$ cat config.mk
export PLATFORM = sky130hd
export DESIGN_NAME = imm_decode_stage
export DESIGN_NICKNAME = d
export VERILOG_FILES = /design/src/rtl/imm_decode_stage.sv
export SDC_FILE = /design/constraint.sdc
export NUM_CORES = 1
export LEC_CHECK = 0
export BUFFER_PORTS_ARGS = -buffer_cell sky130_fd_sc_hd__buf_2
export CAP_MARGIN = 0
export CORE_ASPECT_RATIO = 1.4
export CORE_MARGIN = 2
export CORE_UTILIZATION = 57
export DETAILED_ROUTE_END_ITERATION = 8
export PLACE_DENSITY = 0.9
export SYNTH_ARGS = -nofsm -noshare
export SYNTH_HDL_FRONTEND = slang
export SYNTH_SLANG_ARGS = --single-unit
$ cat constraint.sdc
create_clock -name clk -period 10.32 [get_ports clk]
set_input_delay 2.064 -clock clk [delete_from_list [all_inputs] [get_ports clk]]
set_output_delay 2.064 -clock clk [all_outputs]
set_load 0.03 [all_outputs]
$ cat src/rtl/imm_decode_stage.sv
// imm_decode_stage: registered RISC-V immediate-decode stage between fetch and execute.
// Each accepted instruction is classified by immediate format. The stage produces the
// XLEN-wide sign-extended immediate and the PC-relative target.
// A main register plus a skid register keep full throughput when execute stalls.
// Optional feature macro: IMM_DECODE_CSR_UIMM_EN. When it is defined, CSR*I
// instructions report their 5-bit zero-extended uimm as format 6.

module imm_decode_stage #(
   parameter int XLEN = 32
) (
   input  logic            clk,
   input  logic            reset,
   input  logic            flush,
   input  logic            in_valid,
   output logic            in_ready,
   input  logic [31:0]     in_instr,
   input  logic [XLEN-1:0] in_pc,
   output logic            out_valid,
   input  logic            out_ready,
   output logic [31:0]     out_instr,
   output logic [XLEN-1:0] out_pc,
   output logic [XLEN-1:0] out_imm,
   output logic [2:0]      out_fmt,
   output logic [XLEN-1:0] out_target,
   output logic            out_illegal
);

   typedef enum logic [2:0] {
      FMT_NONE = 3'd0,
      FMT_I    = 3'd1,
      FMT_S    = 3'd2,
      FMT_B    = 3'd3,
      FMT_U    = 3'd4,
      FMT_J    = 3'd5,
      FMT_CSR  = 3'd6
   } fmt_t;

   typedef struct packed {
      logic [31:0]     instr;
      logic [XLEN-1:0] pc;
      logic [XLEN-1:0] imm;
      fmt_t            fmt;
      logic [XLEN-1:0] target;
      logic            illegal;
   } entry_t;

   entry_t          dec;
   entry_t          m_q;
   entry_t          s_q;
   logic            m_valid;
   logic            s_valid;
   logic signed [31:0] imm32;
   logic            pc_rel;
   logic            accept;
   logic            m_consumed;

   // Classify the incoming instruction and build its immediate as a 32-bit signed value.
   // The later XLEN cast sign-extends that value, so U-type bits 63:32 follow instr[31].
   always_comb begin
      imm32       = '0;
      pc_rel      = 1'b0;
      dec.instr   = in_instr;
      dec.pc      = in_pc;
      dec.fmt     = FMT_NONE;
      dec.illegal = 1'b0;
      case (in_instr[6:0])
         7'b0010011, 7'b0000011, 7'b1100111: begin
            dec.fmt = FMT_I;
            imm32   = {{20{in_instr[31]}}, in_instr[31:20]};
         end
         7'b1110011: begin
`ifdef IMM_DECODE_CSR_UIMM_EN
            if (in_instr[14]) begin
               dec.fmt = FMT_CSR;
               imm32   = {27'd0, in_instr[19:15]};
            end else begin
               dec.fmt = FMT_I;
               imm32   = {{20{in_instr[31]}}, in_instr[31:20]};
            end
`else
            dec.fmt = FMT_I;
            imm32   = {{20{in_instr[31]}}, in_instr[31:20]};
`endif
         end
         7'b0100011: begin
            dec.fmt = FMT_S;
            imm32   = {{20{in_instr[31]}}, in_instr[31:25], in_instr[11:7]};
         end
         7'b1100011: begin
            dec.fmt = FMT_B;
            pc_rel  = 1'b1;
            imm32   = {{19{in_instr[31]}}, in_instr[31], in_instr[7],
                       in_instr[30:25], in_instr[11:8], 1'b0};
         end
         7'b0110111: begin
            dec.fmt = FMT_U;
            imm32   = {in_instr[31:12], 12'h000};
         end
         7'b0010111: begin
            dec.fmt = FMT_U;
            pc_rel  = 1'b1;
            imm32   = {in_instr[31:12], 12'h000};
         end
         7'b1101111: begin
            dec.fmt = FMT_J;
            pc_rel  = 1'b1;
            imm32   = {{11{in_instr[31]}}, in_instr[31], in_instr[19:12],
                       in_instr[20], in_instr[30:21], 1'b0};
         end
         7'b0110011, 7'b0001111: begin
            dec.fmt = FMT_NONE;
         end
         default: begin
            dec.illegal = 1'b1;
         end
      endcase
      dec.imm    = XLEN'(imm32);
      dec.target = in_pc + (pc_rel ? dec.imm : XLEN'(4));
   end

   // Handshake terms. in_ready depends only on registered state and flush.
   always_comb begin
      in_ready   = !s_valid && !flush;
      accept     = in_valid && in_ready;
      m_consumed = m_valid && out_ready;
   end

   // Two-entry buffer. The skid entry refills the main register first. New entries go
   // to the main register when it is free or being drained, and to the skid otherwise.
   always_ff @(posedge clk or posedge reset) begin
      if (reset) begin
         m_valid <= 1'b0;
         s_valid <= 1'b0;
         m_q     <= '0;
         s_q     <= '0;
      end else if (flush) begin
         m_valid <= 1'b0;
         s_valid <= 1'b0;
      end else if (m_consumed && s_valid) begin
         m_q     <= s_q;
         s_valid <= 1'b0;
      end else if (accept && (!m_valid || m_consumed)) begin
         m_q     <= dec;
         m_valid <= 1'b1;
      end else if (accept) begin
         s_q     <= dec;
         s_valid <= 1'b1;
      end else if (m_consumed) begin
         m_valid <= 1'b0;
      end
   end

   // Outputs come straight from the main register.
   always_comb begin
      out_valid   = m_valid;
      out_instr   = m_q.instr;
      out_pc      = m_q.pc;
      out_imm     = m_q.imm;
      out_fmt     = m_q.fmt;
      out_target  = m_q.target;
      out_illegal = m_q.illegal;
   end

endmodule

==> impl_metrics.csv <==
group,metric,value,unit
worst_setup_path,end_kind,"flip-flop",
cts,tritoncts,"yes",
detailed_routing,highest_layer,"met4",
placement,dp_hpwl,26.00,mm
detailed_routing,drc,0,
global_routing,grt_max_degree,140,
worst_setup_path,cp.required,10730,ps
sta,skew,18.66,ps
cts,cts_made_buffers,25,
yosys,synth_top_cell_by_area,"dfrtp_1",
worst_setup_path,path_max_fanout,22,
detailed_routing,dr_wl_met2,19.00,mm
yosys,synth_edf_count,0,
sta,final-hold-violation-count,0,
worst_setup_path,rrSetupSlack,6770,ps
global_routing,grt_first_pass_wirelength,61.55,mm
min_path,hp-class,"reg -> reg",
cts,root_buffer,"clkbuf_16",
global_routing,first_global_vias,11500,
sta,drv_slew,0,
cts,cts.path.max_buffers,3,
status,status,"completed",
final_layout,area_growth,14.85,%
global_routing,antenna_found_initial,0,
global_routing,grt_remaining_overflow,0,
sta,period_minus_slack,6063,ps
sta,rsz0062_at_grt,"false",
worst_setup_path,critical_path_class,"in -> reg",
die,die_h,184.1,um
detailed_routing,vias_per_cell,5.874,
final_layout,final_nets,1842,
yosys,mappedNetlistArea,0.01320,sq mm
worst_setup_path,crit_chain,"buf_2 -> and3b_1 -> nand2_1 -> o21ai_0 -> a22o_1 -> nand2_1 -> or2_2 -> fa_1 -> nor2b_1 -> o211ai_1 -> a31oi_1 -> a211oi_4 -> a211oi_2 -> a211oi_2 -> o21ai_1 -> mux2i_1 -> nand3_1",
power_and_ir_drop,p_total,0.002788,W
sta,min_period_over_period,58.75,%
yosys,async_reset_ff_share,100.0,%
cts,clk_pin_slew,70,ps
cts,insertion_delay,530,ps
placement,place_congestion,0.9059,
detailed_routing,drt-pass1-iter-count,5,
sta,relSlewSlack,19.49,%
worst_setup_path,critical_path_arrival,6470,ps
final_layout,final_common_cell,"nand2_1",
final_layout,drive_above_1_share,15.76,%
yosys,yosysSeqAreaShare,50.41,%
power_and_ir_drop,p_leak,7.389,nW
power_and_ir_drop,pwr_density_cell,183.9,mW/mm^2
yosys,synthCells,1610,
yosys,synthFlopType,"dfrtp_1",
worst_setup_path,setup.worst_path.start_class,"input pin",
detailed_routing,ant_nets,0,
sta,holdWs,474.9,ps
final_layout,n_fill_cell,1804,
yosys,synth_warnings,0,
power_and_ir_drop,peakVddDrop,0.1294,mV
die,floorplan.die.width,132.6,um
sta,max_clock_freq,0.1649,GHz
die,rows,65,
sta,worst_slew_pin_slew,1208,ps
placement,port_buffers,202,
die,initial_core_util,58.40,%
flow_run,cap_violations,0,
detailed_routing,vias,12090,
worst_setup_path,max_stage_delay,530,ps
die,dieArea,0.02442,sq mm
placement,placed_cells,2015,
cts,cts_max_level,1,
cts,postCtsSetupRepairBufs,0,
sta,setup_tns,0,ps
die,core-area,0.02261,sq mm
worst_setup_path,worst-path-buf-inv,1,
die,top_level_ports,203,
detailed_routing,met1_length,15.09,mm
worst_setup_path,cpLargestDelayFamily,"compound AO/OA/AOI/OAI gates",
final_layout,final_cell_mix,"nand2_1, dfrtp_1, buf_2",
cts,postCtsHoldBufs,0,
global_routing,grt_use_total,31.48,%
yosys,avgSynthCellArea,8.201,sq um
yosys,synth_nets,1711,
sta,setup_viol,0,
yosys,ys_ff_latch,266,
cts,clock-sinks,266,
worst_setup_path,slowest_stage,"a31oi_1",
final_layout,layout.cells.non_filler,2059,
detailed_routing,first_iter_violations,993,
yosys,synth_area_leaders,"dfrtp_1, nand2_1, nor2_1, a21oi_1, o21ai_0",
final_layout,antenna_cells,0,
yosys,synth_top_area_share,50.41,%
yosys,ys_types,55,
cts,cts.repair.resized,0,
detailed_routing,detail_route.wl_per_cell,18.59,um
detailed_routing,wirelength,38.27,mm
detailed_routing,met3_length,2.527,mm
flip-flops by register name (all words and copies together), names as in the netlist:
| register | cells |
|---|---|
| s_q | 132 |
| out_fmt | 3 |
| out_valid | 1 |
| out_target | 32 |
| out_pc | 32 |
| out_illegal | 1 |
| s_valid | 1 |
| out_instr | 32 |
| out_imm | 32 |
worst register-to-register path, stage by stage, from the launching register on:
cell	delay [ps]
dfrtp_1	450
nand2_1	210
nor2_4	870
buf_4	680
buf_4	710
nor2_1	140
a21oi_1	250
o21ai_0	110
layout make-up:
class / instances / area, sq um / share of cell area (%)
flip-flops and latches: 266 / 6656 / 43.89
multi-input cells: 1221 / 6130 / 40.42
repair buffers: 213 / 1094 / 7.211
clock buffers: 33 / 705.7 / 4.653
well taps: 301 / 376.6 / 2.484
clock inverters: 11 / 142.6 / 0.9406
inverters: 14 / 60.06 / 0.3960
routing by layer:
metal	global-route usage (%)	vias up
met5	0	-
met2	53.62	525
li1	-	5638
met4	13.29	0
met3	3.391	98
met1	41.15	5833
cells in the mapped netlist, drive strengths merged, types with 6 or more instances:
| cell | count |
|---|---|
| nand2 | 525 |
| dfrtp | 266 |
| nor2 | 168 |
| o21ai | 115 |
| a21oi | 112 |
| clkbuf | 97 |
| a31oi | 81 |
| ha | 31 |
| nand3 | 23 |
| xnor2 | 19 |
| nor3 | 16 |
| inv | 14 |
| and3 | 13 |
| buf | 12 |
| xor2 | 11 |
| a211oi | 10 |
| a21o | 10 |
| and2 | 10 |
| a22oi | 7 |
| nand2b | 7 |
| nor2b | 7 |
| mux2i | 6 |
| nand4 | 6 |
path summary, 6_finish.rpt:
path	startpoint	endpoint	cells after the start
hold / removal	s_q[96]	s_q[96]	2
min in group asynchronous	reset	s_q[98]	2
setup / recovery	in_instr[4]	out_target[22]	17
setup reg to reg	s_valid	out_imm[2]	7
hold reg to reg	s_q[96]	s_q[96]	2
max in group asynchronous	reset	s_q[11]	3
where the power goes:
group	internal (W)	switching [W]	leakage, nW	total [W]
Combinational	0.000157	0.000375	3.67	0.000532
Clock	0.000557	0.000406	0.415	0.000963
Sequential	0.00120	0.0000893	3.31	0.00129
Total	0.00192	0.000870	7.39	0.00279
kinds of logic (layout without fill, tap and decap cells):
logic type | after synthesis | in the layout | synth area share, %
AO/OA/AOI/OAI | 364 | 364 | 16.50
other | 1 | 1 | 0.02840
AND/OR/NAND/NOR | 785 | 785 | 23.78
buffers and inverters | 123 | 271 | 3.497
multiplexers | 9 | 9 | 0.7107
adder cells (fa/ha/maj) | 32 | 32 | 3.089
XOR/XNOR | 30 | 30 | 1.990
flip-flops | 266 | 266 | 50.41
stage by stage:
stage	util, %	area, sq um	setup WS, ps
3_5_place_dp	63.32	14320	3852
2_1_floorplan	-	13200	930.7
4_1_cts	67.07	15160	4341
5_1_grt	67.07	15160	3927
3_3_place_gp	63.32	14320	3942
6_report	67.07	15160	4257
(Power assumes the default switching activity.)
